--- src/rtl/from_serial_if.sv ---
`default_nettype none
// +----------------------------------------------------------------------+
// | from_serial_if                                                       |
// | Digit-serial input / parallel word output bundle for from_serial.    |
// | Rev 1.0                                                              |
// +----------------------------------------------------------------------+
interface from_serial_if #(
  parameter int NO_CH  = 1,
  parameter int BW_IN  = 4,
  parameter int BW_OUT = 16
);
  logic                    vld_in;
  logic                    sof;
  logic [NO_CH*BW_IN-1:0]  data_in;
  logic                    vld_out;
  logic [NO_CH*BW_OUT-1:0] data_out;
  logic                    frame_err;

  modport master (
    output vld_in, sof, data_in,
    input  vld_out, data_out, frame_err
  );

  modport slave (
    input  vld_in, sof, data_in,
    output vld_out, data_out, frame_err
  );
endinterface
`default_nettype wire

--- src/rtl/from_serial.sv ---
`default_nettype none
// +----------------------------------------------------------------------+
// | from_serial                                                          |
// | Collects BW_OUT/BW_IN digits per channel (LSD first) into one word.  |
// | Macro FROM_SERIAL_HOLD_EN: data_out holds the last completed word.   |
// | Rev 1.0                                                              |
// +----------------------------------------------------------------------+
module from_serial #(
  parameter int NO_CH  = 1,
  parameter int BW_IN  = 4,
  parameter int BW_OUT = 16
) (
  input  logic          clk,
  input  logic          rst,
  from_serial_if.slave  bus
);
  localparam int CYC   = BW_OUT / BW_IN;
  localparam int CNT_W = (CYC > 1) ? $clog2(CYC) : 1;
  localparam logic [CNT_W-1:0] C_CNT_LAST = CNT_W'(CYC - 1);
  localparam logic [CNT_W-1:0] C_CNT_SOF  = (CYC == 1) ? '0 : CNT_W'(1);

  logic [CNT_W-1:0]        cnt_q, cnt_d;
  logic [NO_CH*BW_OUT-1:0] sr_q, sr_d;
  logic [NO_CH*BW_OUT-1:0] data_q, data_d;
  logic                    vld_q, done_d;
  logic                    ferr_q, ferr_d;

  // New digit enters at the MSB end; sof drops the partial word instead of shifting it.
  for (genvar gi = 0; gi < NO_CH; gi++) begin : g_ch
    logic [BW_OUT-1:0] w_top;
    assign w_top = BW_OUT'(bus.data_in[gi*BW_IN +: BW_IN]) << (BW_OUT - BW_IN);
    assign sr_d[gi*BW_OUT +: BW_OUT] =
      bus.sof ? w_top : (w_top | (sr_q[gi*BW_OUT +: BW_OUT] >> BW_IN));
  end

  always_comb begin
    done_d = bus.vld_in & (bus.sof ? (CYC == 1) : (cnt_q == C_CNT_LAST));
    ferr_d = ferr_q | (bus.vld_in & bus.sof & (cnt_q != '0));
    cnt_d  = cnt_q;
    if (bus.vld_in) begin
      if (bus.sof)                 cnt_d = C_CNT_SOF;
      else if (cnt_q == C_CNT_LAST) cnt_d = '0;
      else                         cnt_d = cnt_q + 1'b1;
    end
`ifdef FROM_SERIAL_HOLD_EN
    data_d = done_d ? sr_d : data_q;
`else
    data_d = done_d ? sr_d : '0;
`endif
  end

  always_ff @(posedge clk) begin
    if (rst) begin
      cnt_q  <= '0;
      sr_q   <= '0;
      data_q <= '0;
      vld_q  <= 1'b0;
      ferr_q <= 1'b0;
    end else begin
      cnt_q  <= cnt_d;
      if (bus.vld_in) sr_q <= sr_d;
      data_q <= data_d;
      vld_q  <= done_d;
      ferr_q <= ferr_d;
    end
  end

  assign bus.vld_out   = vld_q;
  assign bus.data_out  = data_q;
  assign bus.frame_err = ferr_q;
endmodule
`default_nettype wire

--- src/flat_wrapper.sv ---
// flat-port wrapper written by rule: the top's interface ports become plain ports
module from_serial_flat 
#(
  parameter int NO_CH  = 1,
  parameter int BW_IN  = 4,
  parameter int BW_OUT = 16
)
  (clk, rst, bus_vld_in, bus_sof, bus_data_in, bus_vld_out, bus_data_out, bus_frame_err);
  from_serial_if #(.NO_CH(NO_CH), .BW_IN(BW_IN), .BW_OUT(BW_OUT)) bus_i ();
  input  logic clk;
  input  logic rst;
  input wire logic [$bits(bus_i.vld_in)-1:0] bus_vld_in;
  input wire logic [$bits(bus_i.sof)-1:0] bus_sof;
  input wire logic [$bits(bus_i.data_in)-1:0] bus_data_in;
  output wire logic [$bits(bus_i.vld_out)-1:0] bus_vld_out;
  output wire logic [$bits(bus_i.data_out)-1:0] bus_data_out;
  output wire logic [$bits(bus_i.frame_err)-1:0] bus_frame_err;
  assign bus_i.vld_in = bus_vld_in;
  assign bus_i.sof = bus_sof;
  assign bus_i.data_in = bus_data_in;
  assign bus_vld_out = bus_i.vld_out;
  assign bus_data_out = bus_i.data_out;
  assign bus_frame_err = bus_i.frame_err;
  from_serial #(.NO_CH(NO_CH), .BW_IN(BW_IN), .BW_OUT(BW_OUT)) u_core (.clk(clk), .rst(rst), .bus(bus_i));
endmodule
--- config.mk ---
export PLATFORM = sky130hd
export DESIGN_NAME = from_serial_flat
export DESIGN_NICKNAME = d
export VERILOG_FILES = /design/src/rtl/from_serial_if.sv /design/src/rtl/from_serial.sv /design/src/flat_wrapper.sv
export SDC_FILE = /design/constraint.sdc
export NUM_CORES = 1
export LEC_CHECK = 0
export BUFFER_PORTS_ARGS = -buffer_cell sky130_fd_sc_hd__buf_2
export CAP_MARGIN = 0
export CORE_ASPECT_RATIO = 0.9
export CORE_MARGIN = 1
export CORE_UTILIZATION = 30
export CTS_CLUSTER_SIZE = 40
export DETAILED_ROUTE_END_ITERATION = 7
export GPL_ROUTABILITY_DRIVEN = 0
export GPL_TIMING_DRIVEN = 0
export SETUP_SLACK_MARGIN = 0.02
export SLEW_MARGIN = 20
export SYNTH_ARGS = -nofsm -noshare
export SYNTH_HDL_FRONTEND = slang
export SYNTH_SLANG_ARGS = --single-unit
--- constraint.sdc ---
create_clock -name clk -period 1.2 [get_ports clk]
set_input_delay 0.18 -clock clk [delete_from_list [all_inputs] [get_ports clk]]
set_output_delay 0.18 -clock clk [all_outputs]
set_load 0.02 [all_outputs]
==> results_dict.tcl, run 1 <==
set metrics [dict create \
    status "completed" \
    port_buffers 24 \
    ys_seq_area_frac 0.594 \
    final_cell_area_sq_um 1370 \
    max_freq_ghz 0.880 \
    antenna_found_initial 0 \
    crit_fanout 10 \
    grt_pass1_vias 712 \
    start_util 0.317 \
    final_layout_size_suffix_gt1_frac 0.321 \
    path_cells "ha_2, and4bb_2, buf_6, and2_1" \
    postRouteAntennaNets 0 \
    clkLatencyLatePin_ns 0.28 \
    synth.distinct_cells 19 \
    routed_wl_mm 1.97 \
    dp.cells 175 \
    yosys.area.top_type_share 0.594 \
    end_kind "flop" \
    ctsHoldBuffers 0 \
    die_x_um 65.2 \
    rrSetupSlack_ns 0.06 \
    ir_worst_vdd_mv 0.483 \
    synth_edf_count 0 \
    hold_depth 3 \
    clkSlewWorstSetupHoldPaths_ns 0.06 \
    yosysWarnings 0 \
    route.vias.total 781 \
    setup_ws_ns 0.0641 \
    cts_tree "built" \
    synth_top_area_cell "dfxtp_1" \
    ctsHtreeMaxLevel 2 \
    setup_viol_count_final 0 \
    synth.most_common_cell "dfxtp_1" \
    cp.arrival_ns 1.31 \
    slew_viol_final 0 \
    drt_first_pass_iters 4 \
    syn_avg_cell_area_sq_um 10.1 \
    total_power_uw 2060 \
    rsz0062_at_grt "no" \
    slowest_delay_ns 0.32 \
    finalHoldViolations 0 \
    placed_cell_area_sq_um 1250 \
    drt_iter0_markers 23 \
    r2r_cells 4 \
    die_y_um 58.9 \
    clk_path_buf_depth 2 \
    clock_skew_ns 0.00549 \
    via_per_inst 4.24 \
    area_growth_pct 27.3 \
    final_cells 184 \
    nNetsFinal 150 \
    hp-class "primary input to flop" \
    setup-tns-final_ns 0 \
    crit_required_ns 1.37 \
    ys.flop_type "dfxtp_1" \
    fin_crit_sh 0.947 \
    wire_per_inst_um 10.7 \
    hold_end "u_core.bus.data_out[15]" \
    power_leakage_uw 0.000580 \
    grt_pass1_wl_mm 3.17 \
    dp.final_hpwl_mm 1.32 \
    numCtsBuffers 5 \
    mappedNetlistNets 117 \
    r2r_end "u_core.bus.data_out[9]" \
    rows 20 \
    synth_common_cells "dfxtp_1 (32), and2_1 (12), nand2_1 (12)" \
    grt_use_total 0.122 \
    place_ws_ns -0.00978 \
    min_from "bus_data_in[3]" \
    grt_overflow 0 \
    cts_root_buf "clkbuf_8" \
    slew_headroom 0.668 \
    tightest_slew_ns 0.498 \
    syn_area_sq_um 1080 \
    ys_seq_elements 32 \
    synthTopCellsByArea "dfxtp_1 (59%), and2_1 (7.0%), o32ai_1 (6.5%)" \
    crit_slowest_cell "dfxtp_2" \
    core-area_sq_um 3400 \
    p_per_area_nw_per_um2 1500 \
    cp-start-kind "flop" \
    max-cap-violations 0 \
    async_reset_ff_frac 0 \
    r2r-start "u_core.cnt_q[0]" \
    grt_max_degree 11 \
    die_area_sq_um 3840 \
    n_antenna_cell 0 \
    drc 0 \
    cts.sinks 32 \
    syn_inst 107 \
    critical_path_class "flop to flop" \
    fillCellCount 374 \
    top_level_ports 26 \
    fin_crit_ns 1.14 \
]
area by class of cell:
type	instances	area, sq um	share of cell area
Tap cell	44	55.1	0.0401
Multi-Input combinational cell	57	360	0.263
Clock buffer	7	96.3	0.0702
Sequential cell	32	643	0.469
Buffer	7	41.3	0.0301
Timing Repair Buffer	26	135	0.0985
Inverter	11	41.3	0.0301
per-stage QoR:
step | util | hold slack [ns]
5_1_grt | 0.403 | 0.146
3_5_place_dp | 0.368 | 0.428
2_1_floorplan | - | 0.324
6_report | 0.403 | 0.143
4_1_cts | 0.401 | 0.131
3_3_place_gp | 0.368 | 0.429
placed cells by master (no fill, tap or decap), types with 2 or more instances in the layout:
cell and instances:
nand3b_1 2, clkbuf_1 2, inv_1 11, and2_1 12
clkbuf_8 7, nand2b_1 5, o32ai_1 8, buf_2 27
nor2_1 5, dfxtp_2 2, nand2_1 12, dfxtp_1 30
buf_4 3, a21oi_1 6
power breakdown:
part	internal [uW]	leakage [uW]	switching [uW]
Sequential	1080	0.000260	11.1
Combinational	42.4	0.000270	55.5
Clock	510	0.0000503	358
Total	1630	0.000580	424
metal layers:
layer | share of wire | global-route usage
met1 | 0.46 | 0.133
met2 | 0.47 | 0.177
met3 | 0.041 | 0.0640
met4 | 0.032 | 0.102
met5 | 0 | 0
worst max-delay path, delay by kind of cell, from the launching register on:
family | cells | cell delay, ns
flip-flops | 1 | 0.32
AND/OR/NAND/NOR | 2 | 0.39
adder cells (fa/ha/maj) | 1 | 0.18
buffers and inverters | 1 | 0.14
worst max-delay path by stage:
stage,cells past startpoint,slack (ns),start,to
2_1_floorplan,4,0.07,u_core.cnt_q[0],u_core.bus.data_out[10]
3_3_place_gp,4,-0.001,u_core.cnt_q[0],u_core.bus.data_out[8]
3_5_place_dp,4,-0.01,u_core.cnt_q[0],u_core.bus.data_out[9]
4_1_cts,4,0.02,u_core.cnt_q[1],u_core.bus.data_out[9]
5_1_grt,4,0.02,u_core.cnt_q[1],u_core.bus.data_out[1]
6_report,4,0.06,u_core.cnt_q[0],u_core.bus.data_out[9]
registers in the layout, summed over array words and instances (netlist names):
| signal | cells |
|---|---|
| u_core.bus.vld_out | 1 |
| u_core.bus.data_out | 16 |
| u_core.bus.frame_err | 1 |
| u_core.cnt_q | 2 |
| u_core.sr_q | 12 |
logic make-up (layout without fill, tap and decap cells):
kind of cell	after synthesis	after routing	share of synthesized area
flops	32	32	0.594
fa+ha+maj	2	2	0.0232
simple gates	39	39	0.197
compound gates	16	16	0.109
buf+inv	18	51	0.0766
what timing repair did:
item,4_1_cts,5_1_grt
setup endpoints to repair,13,13
pin swaps,1,1
buffers inserted,1,1
resized for setup,3,1
Note: power is estimated with default switching activity, not from simulation.
==> run 2, diff against run 1 <==
==> constraint.sdc (replaced) <==
create_clock -name clk -period 1.2 [get_ports clk]
set_input_delay 0.36 -clock clk [delete_from_list [all_inputs] [get_ports clk]]
set_output_delay 0.36 -clock clk [all_outputs]
set_load 0.02 [all_outputs]
==> results_dict.tcl, run 2 (synthesized netlist as in run 1, its figures left out) <==
set metrics [dict create \
    end_kind "flop" \
    numCtsBuffers 5 \
    route.vias.total 781 \
    die_area_sq_um 3840 \
    cp-start-kind "flop" \
    crit_family "simple AND/OR/NAND/NOR gates" \
    setup_ws_ns 0.0641 \
    clkLatencyLatePin_ns 0.28 \
    drt_first_pass_iters 4 \
    tightest_slew_ns 0.498 \
    grt_pass1_vias 712 \
    postRouteAntennaNets 0 \
    combPwrFrac 0.048 \
    whs_ns 0.323 \
    setup_viol_count_final 0 \
    drc 0 \
    status "completed" \
    die_y_um 58.9 \
    path_cells "ha_2, and4bb_2, buf_6, and2_1" \
    max-cap-violations 0 \
    clk_path_buf_depth 2 \
    mostFrequentLayoutCells "dfxtp_1 (30), buf_2 (26), nand2_1 (12), and2_1 (12), inv_1 (11)" \
    p_int_uw 1630 \
    pwr-share-seq 0.530 \
    port_buffers 24 \
    drt_iter0_markers 23 \
    place_ws_ns -0.0316 \
    grt_use_total 0.122 \
    wire_per_inst_um 10.7 \
    critical_path_class "flop to flop" \
    slew_headroom 0.668 \
    crit_fanout 10 \
    die_x_um 65.2 \
    routed_wl_mm 1.97 \
    cts_root_buf "clkbuf_8" \
    total_power_uw 2060 \
    n_antenna_cell 0 \
    clock_skew_ns 0.00549 \
    critPathBufInv 1 \
    crit_slowest_cell "dfxtp_2" \
    hp-class "primary input to flop" \
    p_clk_frac 0.422 \
    dp.final_hpwl_mm 1.32 \
    grt_max_degree 11 \
    min_from "bus_data_in[3]" \
    fin_crit_sh 0.947 \
    cp.arrival_ns 1.31 \
    max_freq_ghz 0.880 \
    cts.sinks 32 \
    core-area_sq_um 3400 \
    crit_required_ns 1.37 \
    rrSetupSlack_ns 0.06 \
    slowest_delay_ns 0.32 \
    slew_viol_final 0 \
    p_per_area_nw_per_um2 1500 \
    fin_crit_ns 1.14 \
    final_layout_size_suffix_gt1_frac 0.321 \
    ctsHtreeMaxLevel 2 \
    rows 20 \
    r2r_cells 4 \
    grt_overflow 0 \
    top_level_ports 26 \
    largest_register_ffs 16 \
    finalHoldViolations 0 \
    switching_share 0.206 \
    post-route-util 0.404 \
    via_per_inst 4.24 \
    power_leakage_uw 0.000580 \
    nNetsFinal 150 \
    crit_cells 4 \
    cp-endpoint "u_core.bus.data_out[9]" \
    r2r-start "u_core.cnt_q[0]" \
    grt_pass1_wl_mm 3.17 \
    area_growth_pct 27.5 \
    mostFrequentLayoutCell "dfxtp_1" \
    ctsHoldBuffers 0 \
    cts_tree "built" \
    r2r_end "u_core.bus.data_out[9]" \
    dp.cells 175 \
    timing.critical_path.from "u_core.cnt_q[0]" \
    clkSlewWorstSetupHoldPaths_ns 0.06 \
    rsz0062_at_grt "no" \
    switchingPower_uw 425 \
    antenna_found_initial 0 \
    ir_worst_vdd_mv 0.483 \
    start_util 0.317 \
    final_cells 184 \
]
[run 2: cell counts in the layout (fill, tap and decap cells not counted)]
No cell type changed its count.
[run 2: layer usage]
layer / vias to the layer above / GRT usage / part of all wire
li1: 409 / - / -
met1: 350 / 0.133 / 0.46
met2: 17 / 0.177 / 0.47
met3: 5 / 0.0640 / 0.041
met4: 0 / 0.102 / 0.032
met5: - / 0 / 0
[run 2: cell type report]
| type | count | area (sq um) |
|---|---|---|
| fill | 373 | 2030 |
| inverter | 11 | 41.3 |
| tap | 44 | 55.1 |
| timing repair buffer | 26 | 138 |
| buffer | 7 | 41.3 |
| multi-input combinational | 57 | 360 |
| sequential | 32 | 643 |
| clock buffer | 7 | 96.3 |
[run 2: power by group through the flow]
stage	sequential (uW)	clock, uW	combinational, uW
after floorplan	1110	0	60.1
after global placement	1110	0	90.5
after detailed placement	1110	0	92.8
after CTS	1090	903	98.6
after global routing	1090	951	111
final	1090	868	98.8
[run 2: per-stage QoR]
step	setup TNS, ns	cell area [sq um]
2_1_floorplan	0	1080
3_3_place_gp	-0.00143	1250
3_5_place_dp	-0.114	1250
4_1_cts	0	1360
5_1_grt	0	1380
6_report	0	1380
[run 2: repair_timing]
action	CTS	global route
setup buffers	1	1
endpoints found under the setup margin	13	14
gates resized for setup	3	2
endpoints found under the hold margin	0	0
pin swaps	1	1
gates cloned	0	0
[run 2: worst min-delay path, cell delays in order]
cell     delay, ns
buf_2         0.07
nand2_1       0.06
nor2_1        0.08
[run 2: worst min path at each step]
| stage | cells past startpoint | endpoint | slack (ns) |
|---|---|---|---|
| after detailed placement | 1 | u_core.bus.data_out[2] | 0.44 |
| after CTS | 3 | u_core.bus.data_out[15] | 0.31 |
| final | 3 | u_core.bus.data_out[15] | 0.32 |
| after floorplan | 1 | u_core.bus.data_out[3] | 0.43 |
| after global placement | 1 | u_core.bus.data_out[3] | 0.44 |
| after global routing | 3 | u_core.bus.data_out[15] | 0.33 |
